$ cat config.mk
export PLATFORM = sky130hd
export DESIGN_NAME = sensor_link_host
export DESIGN_NICKNAME = d
export VERILOG_FILES = /design/src/rtl/sensor_link_pkg.sv /design/src/rtl/crc8_byte.sv /design/src/rtl/sensor_link_host.sv
export SDC_FILE = /design/constraint.sdc
export NUM_CORES = 1
export LEC_CHECK = 0
export CAP_MARGIN = 0
export CORE_MARGIN = 8
export CORE_UTILIZATION = 40
export CTS_CLUSTER_DIAMETER = 200
export DETAILED_ROUTE_END_ITERATION = 7
export PLACE_DENSITY = 0.73
export SETUP_SLACK_MARGIN = 0.2
export SYNTH_ARGS = -nofsm -noshare
export SYNTH_HDL_FRONTEND = slang
export SYNTH_SLANG_ARGS = --single-unit
$ cat constraint.sdc
create_clock -name clk -period 4.1 [get_ports clk]
set_clock_uncertainty 0.15 [all_clocks]
set_input_delay 1.025 -clock clk [delete_from_list [all_inputs] [get_ports clk]]
set_output_delay 1.025 -clock clk [all_outputs]
set_load 0.01 [all_outputs]
$ cat src/rtl/sensor_link_pkg.sv
// Shared types and constants for the host side of the sensor byte-stream link.
package sensor_link_pkg;

  typedef enum logic [1:0] {
    ST_IDLE,
    ST_TX,
    ST_RX,
    ST_DONE
  } state_e;

  localparam int REQ_BYTES = 7;
  localparam int RSP_BYTES = 6;

  localparam logic [7:0] CRC8_POLY = 8'h07;

  // Bit positions inside the response flags byte (byte 5)
  localparam int FLAG_CRC_OK          = 0;
  localparam int FLAG_ERR_CRC         = 1;
  localparam int FLAG_ERR_VOTER       = 2;
  localparam int FLAG_ERR_UNCORR      = 3;

endpackage

$ cat src/rtl/crc8_byte.sv
// One-byte CRC-8 step: MSB-first, no reflection, no final XOR.
module crc8_byte
  import sensor_link_pkg::*;
(
  input  logic [7:0] crc_in,
  input  logic [7:0] data,
  output logic [7:0] crc_out
);

  logic [7:0] c;

  always_comb begin
    c = crc_in ^ data;
    for (int i = 0; i < 8; i++) begin
      c = c[7] ? ((c << 1) ^ CRC8_POLY) : (c << 1);
    end
    crc_out = c;
  end

endmodule

$ cat src/rtl/sensor_link_host.sv
// Host endpoint: sends a 7-byte CRC-protected request, then collects and
// decodes the 6-byte response with an RX timeout.
module sensor_link_host
  import sensor_link_pkg::*;
#(
  parameter int TIMEOUT_CYCLES = 1024,
  parameter bit RX_READY_GAP   = 1'b1
) (
  input  logic        clk,
  input  logic        rst,
  input  logic        req_valid,
  output logic        req_ready,
  input  logic [47:0] req_sensor,
  input  logic        req_corrupt,
  output logic        tx_valid,
  input  logic        tx_ready,
  output logic [7:0]  tx_data,
  input  logic        rx_valid,
  output logic        rx_ready,
  input  logic [7:0]  rx_data,
  output logic        rsp_valid,
  input  logic        rsp_ready,
  output logic [15:0] rsp_psi,
  output logic [15:0] rsp_theta,
  output logic [7:0]  rsp_flags,
  output logic        rsp_crc_ok,
  output logic        rsp_timeout
);

  localparam int TW = $clog2(TIMEOUT_CYCLES + 1);

  state_e                           state_q, state_d;
  logic [REQ_BYTES-2:0][7:0]        sensor_q, sensor_d;
  logic                             corrupt_q, corrupt_d;
  logic [2:0]                       tx_idx_q, tx_idx_d;
  logic [7:0]                       tx_crc_q, tx_crc_d;
  logic [2:0]                       rx_idx_q, rx_idx_d;
  logic [7:0]                       rx_crc_q, rx_crc_d;
  logic [RSP_BYTES-1:0][7:0]        rx_buf_q, rx_buf_d;
  logic [TW-1:0]                    timer_q, timer_d;
  logic                             gap_q, gap_d;
  logic                             crc_ok_q, crc_ok_d;
  logic                             timeout_q, timeout_d;

  logic [7:0] tx_byte, tx_crc_next, rx_crc_next;

  // Byte 6 of the request is the running CRC, optionally inverted for fault injection
  assign tx_byte = (tx_idx_q < 3'(REQ_BYTES - 1)) ? sensor_q[tx_idx_q]
                                                  : (tx_crc_q ^ {8{corrupt_q}});

  crc8_byte u_tx_crc (.crc_in(tx_crc_q), .data(tx_byte), .crc_out(tx_crc_next));
  crc8_byte u_rx_crc (.crc_in(rx_crc_q), .data(rx_data), .crc_out(rx_crc_next));

  always_comb begin
    state_d   = state_q;
    sensor_d  = sensor_q;
    corrupt_d = corrupt_q;
    tx_idx_d  = tx_idx_q;
    tx_crc_d  = tx_crc_q;
    rx_idx_d  = rx_idx_q;
    rx_crc_d  = rx_crc_q;
    rx_buf_d  = rx_buf_q;
    timer_d   = timer_q;
    gap_d     = gap_q;
    crc_ok_d  = crc_ok_q;
    timeout_d = timeout_q;
    req_ready = 1'b0;
    tx_valid  = 1'b0;
    tx_data   = 8'h00;
    rx_ready  = 1'b0;
    rsp_valid = 1'b0;

    unique case (state_q)
      ST_IDLE: begin
        req_ready = 1'b1;
        if (req_valid) begin
          sensor_d  = req_sensor;
          corrupt_d = req_corrupt;
          tx_crc_d  = 8'h00;
          tx_idx_d  = 3'd0;
          state_d   = ST_TX;
        end
      end
      ST_TX: begin
        tx_valid = 1'b1;
        tx_data  = tx_byte;
        if (tx_ready) begin
          if (tx_idx_q < 3'(REQ_BYTES - 1)) tx_crc_d = tx_crc_next;
          tx_idx_d = tx_idx_q + 3'd1;
          if (tx_idx_q == 3'(REQ_BYTES - 1)) begin
            rx_buf_d = '0;
            rx_crc_d = 8'h00;
            rx_idx_d = 3'd0;
            timer_d  = '0;
            gap_d    = 1'b0;
            state_d  = ST_RX;
          end
        end
      end
      ST_RX: begin
        rx_ready = !(RX_READY_GAP && gap_q);
        timer_d  = timer_q + TW'(1);
        gap_d    = 1'b0;
        if (rx_valid && rx_ready) begin
          rx_buf_d[rx_idx_q] = rx_data;
          gap_d              = 1'b1;
          if (rx_idx_q < 3'd4) rx_crc_d = rx_crc_next;
          rx_idx_d = rx_idx_q + 3'd1;
        end
        // A final byte landing on the expiry cycle takes priority over the timeout
        if (rx_valid && rx_ready && rx_idx_q == 3'(RSP_BYTES - 1)) begin
          crc_ok_d  = (rx_buf_q[4] == rx_crc_q);
          timeout_d = 1'b0;
          state_d   = ST_DONE;
        end else if (timer_q == TW'(TIMEOUT_CYCLES - 1)) begin
          crc_ok_d  = 1'b0;
          timeout_d = 1'b1;
          state_d   = ST_DONE;
        end
      end
      ST_DONE: begin
        rsp_valid = 1'b1;
        if (rsp_ready) state_d = ST_IDLE;
      end
      default: state_d = ST_IDLE;
    endcase
  end

  always_ff @(posedge clk) begin
    if (rst) begin
      state_q   <= ST_IDLE;
      sensor_q  <= '0;
      corrupt_q <= 1'b0;
      tx_idx_q  <= 3'd0;
      tx_crc_q  <= 8'h00;
      rx_idx_q  <= 3'd0;
      rx_crc_q  <= 8'h00;
      rx_buf_q  <= '0;
      timer_q   <= '0;
      gap_q     <= 1'b0;
      crc_ok_q  <= 1'b0;
      timeout_q <= 1'b0;
    end else begin
      state_q   <= state_d;
      sensor_q  <= sensor_d;
      corrupt_q <= corrupt_d;
      tx_idx_q  <= tx_idx_d;
      tx_crc_q  <= tx_crc_d;
      rx_idx_q  <= rx_idx_d;
      rx_crc_q  <= rx_crc_d;
      rx_buf_q  <= rx_buf_d;
      timer_q   <= timer_d;
      gap_q     <= gap_d;
      crc_ok_q  <= crc_ok_d;
      timeout_q <= timeout_d;
    end
  end

  assign rsp_psi     = {rx_buf_q[0], rx_buf_q[1]};
  assign rsp_theta   = {rx_buf_q[2], rx_buf_q[3]};
  assign rsp_flags   = rx_buf_q[5];
  assign rsp_crc_ok  = crc_ok_q;
  assign rsp_timeout = timeout_q;

endmodule

==> results.sh, run 1 <==
export IMPL_synth_nets=928
export IMPL_cp_max_fo=13
export IMPL_drive_gt1_share_pct=9.534
export IMPL_initial_core_util_pct=40.89
export IMPL_synthAdderAreaFrac_pct=1.415
export IMPL_synth_main_ff_cell="dfxtp_1"
export IMPL_post_cts_setup_buffers=0
export IMPL_avgRoutedWirePerCell_microns=16.02
export IMPL_synth_top_area_cell="dfxtp_1"
export IMPL_clock_latency_ps=420
export IMPL_viasPerCell=5.228
export IMPL_rsz0062_at_grt="no"
export IMPL_crit_path_max_incr_delay_ps=590
export IMPL_slew_violations=0
export IMPL_synth_area_per_cell_sq_um=8.253
export IMPL_setup_viol=0
export IMPL_die_area_sq_mm=0.02219
export IMPL_synth_seq_area_share_pct=38.21
export IMPL_p_leak_nw=3.243
export IMPL_grt_pass1_wl_microns=28840
export IMPL_grt_pass1_vias=5478
export IMPL_routed_wl_microns=18400
export IMPL_synth_async_sr_flop_share_pct=0
export IMPL_cts_tree="yes"
export IMPL_ir_worst_vdd_v=0.0002930
export IMPL_cp_num_buf_inv=2
export IMPL_grt_ovfl_total=0
export IMPL_cts_max_level=4
export IMPL_core_sq_mm=0.01730
export IMPL_cap_violations=0
export IMPL_synth_area_leaders="dfxtp_1 (38%), nand2_1 (8.5%), a21oi_1 (5.5%), nor2_1 (5.3%), buf_4 (4.6%)"
export IMPL_route_detailed_drc=0
export IMPL_diodes=0
export IMPL_clockBufferDepth=2
export IMPL_syn_area_sq_mm=0.007073
export IMPL_final_util_pct=50.35
export IMPL_syn_to_final_growth_pct=23.12
export IMPL_worst_hold_path_type="flop to flop"
export IMPL_fillers=1637
export IMPL_fmax_mhz=271.6
export IMPL_tightest_slew_ps=712.5
export IMPL_post_route_period_util_pct=89.81
export IMPL_std_cell_rows=48
export IMPL_yosysTopAreaCellShare_pct=38.21
export IMPL_syn_inst=857
export IMPL_vias=6002
export IMPL_finalHoldViolations=0
export IMPL_drtAntennaViolNets=0
export IMPL_period_needed_ps=3682
export IMPL_crit_required_ps=2920
export IMPL_arrival_ps=2510
export IMPL_place_congestion=0.8239
export IMPL_cp_slowest_cell="clkdlybuf4s50_1"
export IMPL_crit_chain="buf_4 > nor2b_1 > nand2_1 > a21boi_0 > clkdlybuf4s50_1"
export IMPL_status="finished clean"
export IMPL_layout_nets=981
export IMPL_worstSetupStartpointType="flop"
export IMPL_cts_sinks=135
export IMPL_p_per_area_mw_per_mm2=525.0
export IMPL_numCtsBuffers=17
export IMPL_synth_edf_count=0
export IMPL_yosys_register_bits=135
export IMPL_die_x_microns=149.0
export IMPL_worstSetupPathType="flop to primary output"
export IMPL_cts_root_buf="clkbuf_16"
export IMPL_antenna_found_initial=0
export IMPL_drt_initial_drc_count=452
export IMPL_synth_cell_types=64
export IMPL_synth_xor_area_share_pct=7.341
export IMPL_grt_max_degree=70
export IMPL_drtPass1Iterations=5
export IMPL_dp_hpwl_microns=13080
export IMPL_slew_limit_headroom_pct=52.50
export IMPL_io_pins=117
export IMPL_grt_util_all_layers_pct=16.13
export IMPL_synth_top_family_by_area="simple AND/OR/NAND/NOR gates"
export IMPL_synth_compound_area_share_pct=14.63
export IMPL_synth_mux_area_share_pct=9.110
export IMPL_die_h_microns=149.0
export IMPL_critical_path_endpoint_type="primary output"
export IMPL_yosysWarnings=0
export IMPL_crit_family="buffers and inverters"
export IMPL_clk_pin_slew_ps=60
export IMPL_portBuffers=116
export IMPL_tns_ps=0
export IMPL_yosys_area_share_simple_pct=20.84
[synthesized netlist by cell type (all sizes together) (12+ instances only)]
master and number:
nand3 24, xnor2 20, nor2 101, clkbuf 36
a21oi 80, a31oi 17, o21ai 17, inv 12
mux2 29, xor2 29, mux2i 19, nand2 161
dfxtp 135, buf 58
[worst paths after layout]
| check | slack (ps) | startpoint | depth (start not counted) | end |
|---|---|---|---|---|
| setup reg to reg | 1230 | state_q[1]$_SDFFE_PP0P_ | 9 | rsp_psi[2]$_SDFFE_PP0P_ |
| hold reg to reg | 300 | sensor_q[46]$_SDFFE_PP0P_ | 2 | sensor_q[46]$_SDFFE_PP0P_ |
| setup / recovery | 420 | tx_idx_q[2]$_SDFFE_PP0P_ | 5 | tx_data[6] |
| hold / removal | 300 | sensor_q[46]$_SDFFE_PP0P_ | 2 | sensor_q[46]$_SDFFE_PP0P_ |
[metrics by stage]
| step | std cells | worst slack (ps) | hold WS, ps | power (mW) | cell area, sq um |
|---|---|---|---|---|---|
| final | 1148 | 417.6 | 301.5 | 4.572 | 8708 |
| after global placement | 1116 | 642.4 | 291.4 | 2.864 | 8050 |
| after global routing | 1148 | 269.6 | 325.3 | 4.809 | 8708 |
| after floorplan | 857 | 1324 | 282.9 | 2.506 | 7073 |
| after detailed placement | 1116 | 560.4 | 298.0 | 2.894 | 8050 |
| after CTS | 1148 | 202.5 | 304.8 | 4.595 | 8705 |
[logic make-up (layout without fill, tap and decap cells)]
family          after synthesis  count (layout)
compound gates              166             166
xor+xnor                     53              53
fa+ha+maj                     8               8
buf+inv                     106             172
flops                       135             135
mux                          51              51
simple gates                338             338
[cell usage in the layout (no fill, tap or decap), drive strengths merged, types with 3 or more instances in the layout]
cell / instances
a211oi: 3
a21boi: 5
a21oi: 80
a221oi: 6
a22oi: 6
a31oi: 17
and3: 6
buf: 13
bufinv: 5
clkbuf: 21
clkdlybuf4s50: 115
clkinv: 3
dfxtp: 135
ha: 8
inv: 14
mux2: 29
mux2i: 19
mux4: 3
nand2: 161
nand2b: 6
nand3: 24
nand4: 3
nor2: 101
nor2b: 11
nor3: 6
nor4: 3
o21a: 3
o21ai: 17
o21bai: 3
o22ai: 5
o31ai: 3
or3: 5
xnor2: 20
xnor3: 4
xor2: 29
[what timing repair did]
| action | CTS | global route |
|---|---|---|
| endpoints found under the setup margin | 0 | 4 |
| resized for setup | 0 | 3 |
| endpoints found under the hold margin | 0 | 0 |
| hold buffers | 0 | 0 |
[routing by layer]
metal | up-vias | global-route usage [%] | part of all wire [%]
met5 | - | 0 | 0
met2 | 164 | 25.09 | 47
met1 | 2834 | 21.49 | 47
li1 | 2978 | - | -
met4 | 0 | 6.058 | 1.4
met3 | 26 | 3.428 | 5.3
[flip-flops by register name, summed over array words and instances (netlist names)]
name and flops:
sensor_q 48, rsp_psi 16, rsp_theta 16, timer_q 11, rsp_flags 8, rx_buf_q 8, rx_crc_q 8, tx_crc_q 8
rx_idx_q 3, tx_idx_q 3, state_q 2, corrupt_q 1, gap_q 1, rsp_crc_ok 1, rsp_timeout 1
[where the power goes]
group          total (mW)  leakage, nW  switching (mW)  internal (mW)
combinational        1.32         1.83           0.775          0.547
sequential           1.56         1.10           0.118           1.44
clock                1.69        0.318           0.575           1.11
[cell type report]
class,count,area (sq um),area share [%]
Multi-Input combinational cell,616,3772,43.32
Sequential cell,135,2706,31.08
Timing Repair Buffer,128,1249,14.34
Clock buffer,21,460.4,5.287
Tap cell,225,281.5,3.233
Clock inverter,11,193.9,2.227
Inverter,12,45.04,0.5172
[worst register-to-register path: cells and delay by family, from the launching register on]
family,cells,cell delay (ps)
simple gates,3,690
fa+ha+maj,1,400
buf+inv,2,400
compound gates,2,430
mux,1,400
flops,1,340
No activity file was read; power rests on OpenSTA's default activity.
==> inputs of run 2 (changes only) <==
--- a/config.mk
+++ b/config.mk
@@ -15,3 +15,4 @@
 export SYNTH_ARGS = -nofsm -noshare
 export SYNTH_HDL_FRONTEND = slang
 export SYNTH_SLANG_ARGS = --single-unit
+export TNS_END_PERCENT = 5
==> run 2 against run 1 <==
Compared with the run above:
- die area is the same
- combinational power is essentially flat
- core utilization is essentially flat
- hold slack is essentially flat
- clock-buffer cell count is the same
- cell area is essentially flat
- wire length shrank 0.20%
- total power is essentially flat
- clock power is essentially flat
- sequential share of layout area is essentially flat
- largest cell class unchanged
==> results.sh, run 2 (synthesis results as in run 1) <==
export IMPL_die_area_sq_mm=0.02219
export IMPL_stdcell_count=1148
export IMPL_avgRoutedWirePerCell_microns=15.99
export IMPL_clockBufferDepth=2
export IMPL_clk_pin_slew_ps=50
export IMPL_largest_reg_flops=48
export IMPL_cp_max_fo=13
export IMPL_cts_tree="yes"
export IMPL_fillers=1638
export IMPL_setup_viol=0
export IMPL_viasPerCell=5.215
export IMPL_post_route_period_util_pct=93.72
export IMPL_drtPass1Iterations=6
export IMPL_portBuffers=116
export IMPL_routed_wl_microns=18360
export IMPL_std_cell_rows=48
export IMPL_tightest_slew_ps=719.2
export IMPL_arrival_ps=2670
export IMPL_layout_nets=981
export IMPL_grt_max_degree=70
export IMPL_diodes=0
export IMPL_fmax_mhz=260.2
export IMPL_core_sq_mm=0.01730
export IMPL_grt_met2_usage_pct=25.09
export IMPL_place_congestion=0.8239
export IMPL_grt_pass1_wl_microns=28840
export IMPL_critical_path_endpoint_type="primary output"
export IMPL_drtAntennaViolNets=0
export IMPL_grt_util_all_layers_pct=16.13
export IMPL_die_h_microns=149.0
export IMPL_mostFrequentLayoutCell="nand2_1"
export IMPL_vias=5987
export IMPL_dp_cells=1116
export IMPL_rsz0062_at_grt="yes"
export IMPL_ir_worst_vdd_v=0.0002935
export IMPL_route_detailed_drc=0
export IMPL_drt_initial_drc_count=438
export IMPL_dp_hpwl_microns=13080
export IMPL_drive_gt1_share_pct=9.426
export IMPL_grt_use_met3_pct=3.428
export IMPL_period_needed_ps=3842
export IMPL_worstSetupStartpointType="flop"
export IMPL_cts_max_level=4
export IMPL_grt_ovfl_total=0
export IMPL_worstSetupPathType="flop to primary output"
export IMPL_top_register="sensor_q"
export IMPL_cap_violations=0
export IMPL_p_per_area_mw_per_mm2=524.6
export IMPL_antenna_found_initial=0
export IMPL_clock_latency_ps=420
export IMPL_grt_busiest_layer="met2"
export IMPL_tns_ps=0
export IMPL_post_cts_setup_buffers=0
export IMPL_use_met1_pct=21.49
export IMPL_slew_limit_headroom_pct=52.05
export IMPL_initial_core_util_pct=40.89
export IMPL_slew_violations=0
export IMPL_syn_to_final_growth_pct=23.10
export IMPL_grt_pass1_vias=5478
export IMPL_finalHoldViolations=0
export IMPL_crit_required_ps=2920
export IMPL_cts_root_buf="clkbuf_16"
export IMPL_cts_sinks=135
export IMPL_die_x_microns=149.0
export IMPL_io_pins=117
export IMPL_status="finished clean"
export IMPL_worst_hold_path_type="flop to flop"
export IMPL_p_leak_nw=3.243
export IMPL_numCtsBuffers=17
export IMPL_layout_common_cells="nand2_1 (161), dfxtp_1 (133), clkdlybuf4s50_1 (115)"
==> run 2: final timing paths <==
path | to | from | slack (ps) | cells after the start
setup reg to reg | tx_crc_q[1]$_SDFFE_PP0P_ | tx_idx_q[0]$_SDFFE_PP0P_ | 1170 | 7
setup / recovery | tx_data[7] | tx_idx_q[0]$_SDFFE_PP0P_ | 260 | 6
hold reg to reg | sensor_q[46]$_SDFFE_PP0P_ | sensor_q[46]$_SDFFE_PP0P_ | 300 | 2
hold / removal | sensor_q[46]$_SDFFE_PP0P_ | sensor_q[46]$_SDFFE_PP0P_ | 300 | 2
==> run 2: through the flow <==
step / total power, mW / utilization [%] / worst slack, ps / hold slack, ps / area, sq um
after floorplan: 2.506 / - / 1324 / 282.9 / 7073
after global placement: 2.864 / 46.54 / 642.4 / 291.4 / 8050
after detailed placement: 2.894 / 46.54 / 560.4 / 298.0 / 8050
after CTS: 4.595 / 50.33 / 202.5 / 304.8 / 8705
after global routing: 4.808 / 50.34 / 102.4 / 325.3 / 8707
final: 4.568 / 50.34 / 257.5 / 301.4 / 8707
==> run 2: what timing repair did <==
item | CTS | global route
endpoints found under the hold margin | 0 | 0
endpoints found under the setup margin | 0 | 4
hold buffers | 0 | 0
resized for setup | 0 | 2
==> run 2: cell type report <==
type | count | area [sq um] | area share (%)
clock buffers | 21 | 460.4 | 5.288
clock inverters | 11 | 193.9 | 2.227
inverters | 12 | 45.04 | 0.5173
multi-input cells | 616 | 3772 | 43.33
flip-flops and latches | 135 | 2705 | 31.07
well taps | 225 | 281.5 | 3.233
repair buffers | 128 | 1249 | 14.34
==> run 2: critical path: stages, from the launching register on <==
cell and delay (ps):
dfxtp_1 660, buf_4 320, mux2i_1 220, o22ai_1 100, a21oi_1 280, a21boi_0 160
clkdlybuf4s50_1 510
==> run 2: where the power goes <==
group	switching (mW)	total [mW]	internal [mW]
clock network	0.575	1.69	1.11
registers	0.117	1.56	1.44
logic	0.773	1.32	0.547
==> run 2: metal layers <==
| metal | vias up | wire length, microns |
|---|---|---|
| met2 | 177 | 8574 |
| met1 | 2812 | 8392 |
| met3 | 19 | 1145 |
| met5 | - | 0 |
| met4 | 0 | 247 |
| li1 | 2979 | - |
